$ cat config.mk
export PLATFORM = sky130hd
export DESIGN_NAME = branch_redirect_ctrl
export DESIGN_NICKNAME = d
export VERILOG_FILES = /design/src/rtl/br_ctrl_pkg.sv /design/src/rtl/br_oldest_sel.sv /design/src/rtl/branch_redirect_ctrl.sv
export SDC_FILE = /design/constraint.sdc
export NUM_CORES = 1
export LEC_CHECK = 0
export BUFFER_PORTS_ARGS = -buffer_cell sky130_fd_sc_hd__buf_2
export CORE_ASPECT_RATIO = 1.4
export CORE_MARGIN = 8
export CORE_UTILIZATION = 40
export CTS_CLUSTER_SIZE = 20
export DETAILED_ROUTE_END_ITERATION = 10
export HOLD_SLACK_MARGIN = 0.05
export PLACE_DENSITY = 0.72
export SLEW_MARGIN = 20
export SYNTH_ARGS = -nofsm -noshare
export SYNTH_HDL_FRONTEND = slang
export SYNTH_HIERARCHICAL = 1
export SYNTH_SLANG_ARGS = --single-unit
$ cat constraint.sdc
create_clock -name clk -period 4.7 [get_ports clk]
set_clock_uncertainty 0.15 [all_clocks]
set_input_delay 0.94 -clock clk [delete_from_list [all_inputs] [get_ports clk]]
set_output_delay 0.94 -clock clk [all_outputs]
set_load 0.01 [all_outputs]
$ cat src/rtl/br_ctrl_pkg.sv
// Shared types and helpers for the branch redirect controller.
// Stats helper is used only when BR_REDIRECT_STATS_EN is defined.
package br_ctrl_pkg;

  typedef enum logic [1:0] {
    RUN      = 2'd0,
    REDIRECT = 2'd1,
    DRAIN    = 2'd2,
    HALT     = 2'd3
  } br_ctrl_state_e;

  localparam int BUNDLE_BYTES = 16;

  // Saturating 32-bit add for event counters.
  function automatic logic [31:0] sat_add32(input logic [31:0] a, input logic [31:0] b);
    logic [32:0] sum;
    sum = {1'b0, a} + {1'b0, b};
    return sum[32] ? 32'hFFFF_FFFF : sum[31:0];
  endfunction

endpackage

$ cat src/rtl/br_oldest_sel.sv
// Priority selector: picks the oldest slot (lowest index) with a taken branch or a halt.
module br_oldest_sel #(
  parameter int N     = 2,
  parameter int IDX_W = (N > 1) ? $clog2(N) : 1
) (
  input  logic [N-1:0]     valid_i,
  input  logic [N-1:0]     taken_i,
  input  logic [N-1:0]     halt_i,
  output logic [IDX_W-1:0] idx_o,
  output logic             win_valid_o,
  output logic             win_halt_o
);

  logic [N-1:0] cand_s;

  // Walk from youngest to oldest so the oldest candidate overwrites the rest.
  always_comb begin
    cand_s      = valid_i & (halt_i | taken_i);
    idx_o       = '0;
    win_valid_o = 1'b0;
    win_halt_o  = 1'b0;
    for (int i = N - 1; i >= 0; i--) begin
      idx_o       = cand_s[i] ? IDX_W'(i) : idx_o;
      win_halt_o  = cand_s[i] ? halt_i[i] : win_halt_o;
      win_valid_o = win_valid_o | cand_s[i];
    end
  end

endmodule

$ cat src/rtl/branch_redirect_ctrl.sv
// Branch redirect sequencer: oldest-slot select, squash pulses, redirect handshake, drain, sticky halt.
// Optional counters taken_cnt/squash_cnt exist only when BR_REDIRECT_STATS_EN is defined.
module branch_redirect_ctrl
  import br_ctrl_pkg::*;
#(
  parameter int N_BR         = 2,
  parameter int DRAIN_CYCLES = 2,
  parameter int PC_W         = 32
) (
  input  logic                 clk,
  input  logic                 rst_n,
  input  logic [N_BR-1:0]      br_valid,
  input  logic [N_BR-1:0]      br_taken,
  input  logic [N_BR*PC_W-1:0] br_new_pc,
  input  logic [N_BR-1:0]      br_dont_squash_dec,
  input  logic [N_BR-1:0]      br_dont_squash_exec,
  input  logic [N_BR-1:0]      br_halt,
  input  logic                 fetch_ready,
  output logic                 redirect_valid,
  output logic [PC_W-1:0]      redirect_pc,
  output logic                 squash_fetch,
  output logic                 squash_dec,
  output logic                 squash_exec,
  output logic                 stall_front,
  output logic                 halted
`ifdef BR_REDIRECT_STATS_EN
  ,
  output logic [31:0]          taken_cnt,
  output logic [31:0]          squash_cnt
`endif
);

  localparam int CNT_W = (DRAIN_CYCLES > 0) ? $clog2(DRAIN_CYCLES + 1) : 1;
  localparam int IDX_W = (N_BR > 1) ? $clog2(N_BR) : 1;
  localparam logic [CNT_W-1:0] DRAIN_LOAD = CNT_W'(DRAIN_CYCLES);

  br_ctrl_state_e   state_q, state_d;
  logic [CNT_W-1:0] cnt_q, cnt_d;
  logic [PC_W-1:0]  pc_q, pc_d;
  logic             rv_q, rv_d;
  logic             sq_f_q, sq_f_d;
  logic             sq_d_q, sq_d_d;
  logic             sq_e_q, sq_e_d;
  logic             stall_q, stall_d;
  logic             halted_q, halted_d;

  logic [IDX_W-1:0] win_idx_s;
  logic             win_valid_s;
  logic             win_halt_s;
  logic [PC_W-1:0]  win_pc_s;

  br_oldest_sel #(.N(N_BR), .IDX_W(IDX_W)) u_sel (
    .valid_i     (br_valid),
    .taken_i     (br_taken),
    .halt_i      (br_halt),
    .idx_o       (win_idx_s),
    .win_valid_o (win_valid_s),
    .win_halt_o  (win_halt_s)
  );

  assign win_pc_s = br_new_pc[int'(win_idx_s)*PC_W +: PC_W];

  // Next state; all br_* inputs are wrong-path outside RUN.
  always_comb begin
    state_d = state_q;
    cnt_d   = cnt_q;
    pc_d    = pc_q;
    sq_f_d  = 1'b0;
    sq_d_d  = 1'b0;
    sq_e_d  = 1'b0;
    case (state_q)
      RUN: begin
        if (win_valid_s && win_halt_s) begin
          state_d = HALT;
          sq_f_d  = 1'b1;
          sq_d_d  = 1'b1;
        end else if (win_valid_s) begin
          state_d = REDIRECT;
          pc_d    = win_pc_s;
          sq_f_d  = 1'b1;
          sq_d_d  = ~br_dont_squash_dec[win_idx_s];
          sq_e_d  = ~br_dont_squash_exec[win_idx_s];
        end else begin
          state_d = RUN;
        end
      end
      REDIRECT: begin
        if (fetch_ready && (DRAIN_CYCLES > 0)) begin
          state_d = DRAIN;
          cnt_d   = DRAIN_LOAD;
        end else if (fetch_ready) begin
          state_d = RUN;
        end else begin
          state_d = REDIRECT;
        end
      end
      DRAIN: begin
        if (cnt_q <= CNT_W'(1)) begin
          state_d = RUN;
          cnt_d   = '0;
        end else begin
          cnt_d   = cnt_q - CNT_W'(1);
        end
      end
      HALT:    state_d = HALT;
      default: state_d = RUN;
    endcase
    rv_d     = (state_d == REDIRECT);
    stall_d  = (state_d == REDIRECT) || (state_d == HALT);
    halted_d = (state_d == HALT);
  end

  // State and registered outputs.
  always_ff @(posedge clk or negedge rst_n) begin
    if (!rst_n) begin
      state_q  <= RUN;
      cnt_q    <= '0;
      pc_q     <= '0;
      rv_q     <= 1'b0;
      sq_f_q   <= 1'b0;
      sq_d_q   <= 1'b0;
      sq_e_q   <= 1'b0;
      stall_q  <= 1'b0;
      halted_q <= 1'b0;
    end else begin
      state_q  <= state_d;
      cnt_q    <= cnt_d;
      pc_q     <= pc_d;
      rv_q     <= rv_d;
      sq_f_q   <= sq_f_d;
      sq_d_q   <= sq_d_d;
      sq_e_q   <= sq_e_d;
      stall_q  <= stall_d;
      halted_q <= halted_d;
    end
  end

  assign redirect_valid = rv_q;
  assign redirect_pc    = pc_q;
  assign squash_fetch   = sq_f_q;
  assign squash_dec     = sq_d_q;
  assign squash_exec    = sq_e_q;
  assign stall_front    = stall_q;
  assign halted         = halted_q;

`ifdef BR_REDIRECT_STATS_EN
  logic [31:0] taken_cnt_q;
  logic [31:0] squash_cnt_q;
  logic [31:0] sq_amt_s;

  assign sq_amt_s = {31'd0, sq_f_d} + {31'd0, sq_d_d} + {31'd0, sq_e_d};

  // Event counters; frozen once halted.
  always_ff @(posedge clk or negedge rst_n) begin
    if (!rst_n) begin
      taken_cnt_q  <= 32'd0;
      squash_cnt_q <= 32'd0;
    end else if (state_q != HALT) begin
      taken_cnt_q  <= ((state_q == REDIRECT) && fetch_ready) ? sat_add32(taken_cnt_q, 32'd1) : taken_cnt_q;
      squash_cnt_q <= sat_add32(squash_cnt_q, sq_amt_s);
    end else begin
      taken_cnt_q  <= taken_cnt_q;
      squash_cnt_q <= squash_cnt_q;
    end
  end

  assign taken_cnt  = taken_cnt_q;
  assign squash_cnt = squash_cnt_q;
`endif

endmodule

### Word level (Yosys, flattened, before mapping)

Cells that the tools add are included.

| word-level totals | value |
|---|---|
| bits in registers | 42 |
| output and inout bits | 38 |
| logic and storage cells | 56 |

| cells by class | value |
|---|---|
| add/sub/neg operators | 1 |
| magnitude comparators | 2 |
| eq/ne operators | 6 |
| shift operators | 1 |
| multiplexer cells | 25 |
| bitwise operators | 6 |
| reductions and logical operators | 6 |

Operator list:

| cell | count |
|---|---|
| 64-bit by 7-bit indexed part select with 32-bit output | 1 |
| 1-bit 2-to-1 mux | 18 |
| 2-bit 2-to-1 mux | 5 |
| 2-bit one-hot mux with 4 select lines | 1 |
| 2-bit equality test, second input constant | 3 |
| 2-bit by 1-bit equality test with 1-bit output, second input constant | 2 |
| 2-bit one-hot mux with 2 select lines | 1 |
| 1-bit NOT | 3 |
| 3-bit AND reduction | 1 |
| 2-bit AND | 1 |
| 2-bit by 1-bit <= comparator with 1-bit output, second input constant | 1 |
| 2-bit zero test | 1 |
| 1-bit by 2-bit < comparator with 1-bit output, second input constant | 1 |
| 2-bit != test, second input constant | 1 |
| 2-bit OR | 1 |
| 2-bit AND reduction | 1 |
| 2-bit nonzero test | 1 |
| 2-bit by 1-bit subtractor with 2-bit output, second input constant | 1 |
| 1-bit logical AND | 1 |
| 1-bit logical OR | 1 |
| 1-bit OR | 1 |

### Depth between registers and ports, before layout

| depth | value |
|---|---|
| word-level depth | 10 |
| mapped depth | 6 |
| gate-level depth less buffers | 4 |

### Modules after synthesis

The synthesis kept the hierarchy.

Modules (own cells, without submodules):

| module | times used | cells each | area an instance (um^2) |
|---|---|---|---|
| branch_redirect_ctrl | 1 | 136 | 1,990.7 |
| br_oldest_sel | 1 | 6 | 36.3 |

### Worst setup path before layout

OpenSTA, ideal clock, no wires.

| timing | value |
|---|---|
| path type | input to register |
| from | input br_taken[0] |
| to | register pc_q[0], in the netlist redirect_pc[0] |
| library setup time | 127 ps |
| arrival time | 2,285 ps |
| data required time | 4,423 ps |
| setup slack | 2,138 ps |
| stages | 6 |
| path buffers | 2 |
| cells stage by stage | o21a_1 -> nor2_1 -> clkbuf_1 -> buf_2 -> mux2_2 -> mux2_1 |

| between the ends | value |
|---|---|
| elaborated cells between the ends (all ways) | 9 |
| classes of those cells | shift: 1; mux: 2; bitwise: 4; reduce/logical: 2 |

RTL lines:

| element | line | RTL |
|---|---|---|
| start, declared | branch_redirect_ctrl.sv:13 | `input logic [N_BR-1:0] br_taken,` |
| 2-bit OR | br_oldest_sel.sv:18 | `cand_s = valid_i & (halt_i \| taken_i);` |
| 2-bit AND | br_oldest_sel.sv:18 |  |
| 1-bit 2-to-1 mux | br_oldest_sel.sv:23 | `idx_o = cand_s[i] ? IDX_W'(i) : idx_o;` |
| named net win_idx_s | branch_redirect_ctrl.sv:47 | `logic [IDX_W-1:0] win_idx_s;` |
| 64-bit by 7-bit indexed part select with 32-bit output | branch_redirect_ctrl.sv:61 | `assign win_pc_s = br_new_pc[int'(win_idx_s)*PC_W +: PC_W];` |
| end signal, assigned | branch_redirect_ctrl.sv:128 | `pc_q <= pc_d;` |
| end, declared | branch_redirect_ctrl.sv:39 | `logic [PC_W-1:0] pc_q, pc_d;` |

The timed path passes the listed nets, and every way through them passes these cells.
A chain may end at the register's enable or synchronous reset.

### Final worst setup path

| timing | value |
|---|---|
| from | input br_valid[0] |
| to | register pc_q[23], in the netlist redirect_pc[23] |

| between the ends | value |
|---|---|
| cells in the longest elaborated chain, start to end | 5 |
| elaborated cells between the ends (all ways) | 8 |
| classes of those cells | shift: 1; mux: 2; bitwise: 3; reduce/logical: 2 |

RTL lines:

| element | line | RTL |
|---|---|---|
| start, declared | branch_redirect_ctrl.sv:12 | `input logic [N_BR-1:0] br_valid,` |
| 2-bit AND | br_oldest_sel.sv:18 |  |
| 1-bit 2-to-1 mux | br_oldest_sel.sv:24 | `win_halt_o = cand_s[i] ? halt_i[i] : win_halt_o;` |
| named net win_halt_s | branch_redirect_ctrl.sv:49 | `logic win_halt_s;` |
| 1-bit logical AND | branch_redirect_ctrl.sv:73 | `if (win_valid_s && win_halt_s) begin` |
| 1-bit NOT (no line) | -- |  |
| 3-bit AND reduction (no line) | -- |  |

The timed path passes the listed nets, and every way through them passes these cells.

==> metrics.md <==
| Metric | Value |
|---|---|
| Vias in the first global route | `1699` |
| RSZ-0062 raised after global routing | `no` |
| Die width | `76.16 um` |
| Area leader, netlist | `dfrtp_1` |
| Initial core utilization | `41.54%` |
| Wire per inst | `15.02 um` |
| Sequential Area | `1026 sq um` |
| Max-cap viol count | `0` |
| Slew Viols, Final | `0` |
| Fill cells | `between 400 and 500` |
| Final Hold Viols | `0` |
| Area of the multi-input gates | `940.9 sq um` |
| Antenna violations before repair | `0` |
| Hold path startpoint | `redirect_pc[26]` |
| Post-synthesis sequential area ratio | `between 50% and 60%` |
| Synth async-reset ratio | `100.0%` |
| Post-route setup TNS | `0 ps` |
| H-tree depth | `2` |
| R2R depth | `3` |
| Post-synth EDFFs | `0` |
| Hold WC Path Type | `reg2reg` |
| Final global-route overflow total | `0` |
| Cts-stage hold buffer count | `0` |
| Post-DP Area | `roughly 2600 sq um` |
| GP Congestion | `0.7109` |
| Core area | `4880 sq um` |
| Share of layout cells above drive strength 1 | `73.44%` |
| DRC errors left | `0` |
| Worst Path Required | `4710 ps` |
| Slew Limit Headroom | `a little over a third` |
| Clock net sink count | `41` |
| Cell Pwr Density | `~530 nW/um^2` |
| Cells after Synth | `142` |
| CTS clk-pin slew, worst paths | `70 ps` |
| Most instantiated cells after synthesis | `61 x mux2_2, 41 x dfrtp_1, 4 x buf_6, 4 x o21ai_0` |
| Total track usage | `between 10% and 20%` |
| Root Buffer | `clkbuf_8` |
| Crit start category | `input pin` |
| Area growth from synthesis to layout | `35.12%` |
| Reg-to-reg startpoint | `stall_front` |
| Dpl ws | `1523 ps` |
| Peak VDD IR | `274.0 uV` |
| First-pass GRT wire length | `around 7900 um` |
| CP max stage delay | `820 ps` |
| Synth warn | `6` |
| Worst-Skew Late Latency | `between 200 and 300 ps` |
| CTS tree | `done` |
| CP endpoint kind | `flip-flop` |
| Num CTS Buffers | `5` |
| Post-Syn Area | `~2000 sq um` |
| Worst Hold End | `redirect_pc[26]` |
| Final nets | `approximately 330` |
| R2r endpoint | `redirect_pc[23]` |
| Post_cts resized | `0` |
| Boundary Pins | `about 120` |
| Area fraction of the dominant cell type after synthesis | `50.62%` |
| Initial DRC count | `29` |
| Pleak | `1.330 nW` |
| Most numerous cell in the Yosys netlist | `mux2_2` |
| WHS | `333.4 ps` |
| Seq cells post-synth | `41` |
| Final setup fails | `0` |
| Reg2Reg Setup Slack | `2500 ps` |
| Port buffer count | `114` |
| Cell count of the worst hold path | `1` |
| Rows | `30` |
| Post-CTS setup buffers | `0` |
| Distinct cells, synth | `25` |
| CTS Buffer Depth | `2` |
| Crit path cell chain | `buf_2, nand2_1, a32o_1, nor4b_4, buf_12, mux2_2` |
| Critical path class | `in2reg` |
| Chip Height | `100.2 um` |
| Achievable Freq | `roughly 0.35 GHz` |
| Worst slew pin tran | `958.0 ps` |
| Drt pass-1 iters | `2` |
| Critical-path top delay cell | `nor4b_4` |
| Die area | `~7600 sq um` |
| DR vias | `about 1500` |
| Syn Area/Cell | `14.27 sq um` |
| Top_reg_cell synth | `dfrtp_1` |
| Worst setup margin | `about 1800 ps` |
| Ant diodes | `0` |
| Critical path arrival | `2860 ps` |
| Crit-path max FO | `21` |
| Antenna Nets Post-Route | `0` |
| Vias per inst | `around 4.8` |
| Synth area leaders | `dfrtp_1 51%, mux2_2 34%, buf_6 2.2%` |
| Syn_nets | `219` |
| Overall power | `around 0.0015 W` |
| Final WL | `slightly below 5000 um` |
| Finished Cell Area | `roughly 2700 sq um` |
| Fin crit period | `around 2900 ps` |
| Status | `finished clean` |
| Largest net degree at the start of global routing | `42` |
| DP HPWL | `3828 um` |
| Final Cycle Share | `60.67%` |
power breakdown:
group          total, W  switching (W)  internal (W)
Sequential     0.000627       0.000102      0.000525
Combinational  0.000593       0.000265      0.000328
Clock          0.000243       0.000110      0.000133
logic make-up (layout without fill, tap and decap cells):
| logic type | count (synthesis) | in the layout | synth area share [%] |
|---|---|---|---|
| simple gates | 10 | 10 | 3.950 |
| mux | 66 | 66 | 36.54 |
| compound gates | 16 | 16 | 5.556 |
| buf+inv | 9 | 123 | 3.333 |
| flops | 41 | 41 | 50.62 |
critical path: cells and delay by family:
family,cells,cell delay [ps]
AND/OR/NAND/NOR,2,880
AO/OA/AOI/OAI,1,330
multiplexers,1,350
buffers and inverters,2,350
how the worst max path moves through the flow:
stage                start              end  slack, ps  depth (start not counted)
3_3_place_gp   br_valid[0]  redirect_pc[18]       1570                          6
2_1_floorplan  br_taken[0]   redirect_pc[0]       2140                          6
4_1_cts        br_valid[0]  redirect_pc[24]       1830                          6
3_5_place_dp   br_valid[0]  redirect_pc[24]       1520                          6
6_report       br_valid[0]  redirect_pc[23]       1850                          6
5_1_grt        br_valid[0]  redirect_pc[12]       1760                          6
state kept, by name, summed over array words and instances, names as in the netlist:
| signal | flops |
|---|---|
| state_q | 1 |
| squash_fetch | 1 |
| stall_front | 1 |
| redirect_valid | 1 |
| squash_exec | 1 |
| redirect_pc | 32 |
| squash_dec | 1 |
| halted | 1 |
| cnt_q | 2 |
area by class of cell:
| type | count | share of cell area, % |
|---|---|---|
| sequential | 41 | 37.46 |
| timing repair buffer | 115 | 21.56 |
| tap | 64 | 2.924 |
| multi-input combinational | 92 | 34.35 |
| clock inverter | 1 | 0.1827 |
| clock buffer | 7 | 3.518 |
layer usage:
layer / track usage [%] / routed length, um
met1: 11.94 / 1834
met2: 22.62 / 2447
met3: 5.993 / 467
met4: 3.715 / 59
met5: 0 / 0
metrics by stage:
step | utilization [%] | cells
5_1_grt | 56.13 | 320
6_report | 56.13 | 320
2_1_floorplan | - | 142
3_3_place_gp | 54.05 | 312
4_1_cts | 56.13 | 320
3_5_place_dp | 54.05 | 312
cell usage in the layout (no fill, tap or decap), types with 2 or more instances in the layout:
| master | instances |
|---|---|
| nand2b_1 | 2 |
| a21boi_0 | 2 |
| buf_2 | 114 |
| mux2i_1 | 2 |
| dfrtp_1 | 41 |
| o21a_1 | 2 |
| o21ai_0 | 4 |
| a21oi_1 | 2 |
| nor3b_1 | 2 |
| clkbuf_8 | 7 |
| mux2_1 | 3 |
| mux2_2 | 61 |
(Power assumes the default switching activity.)
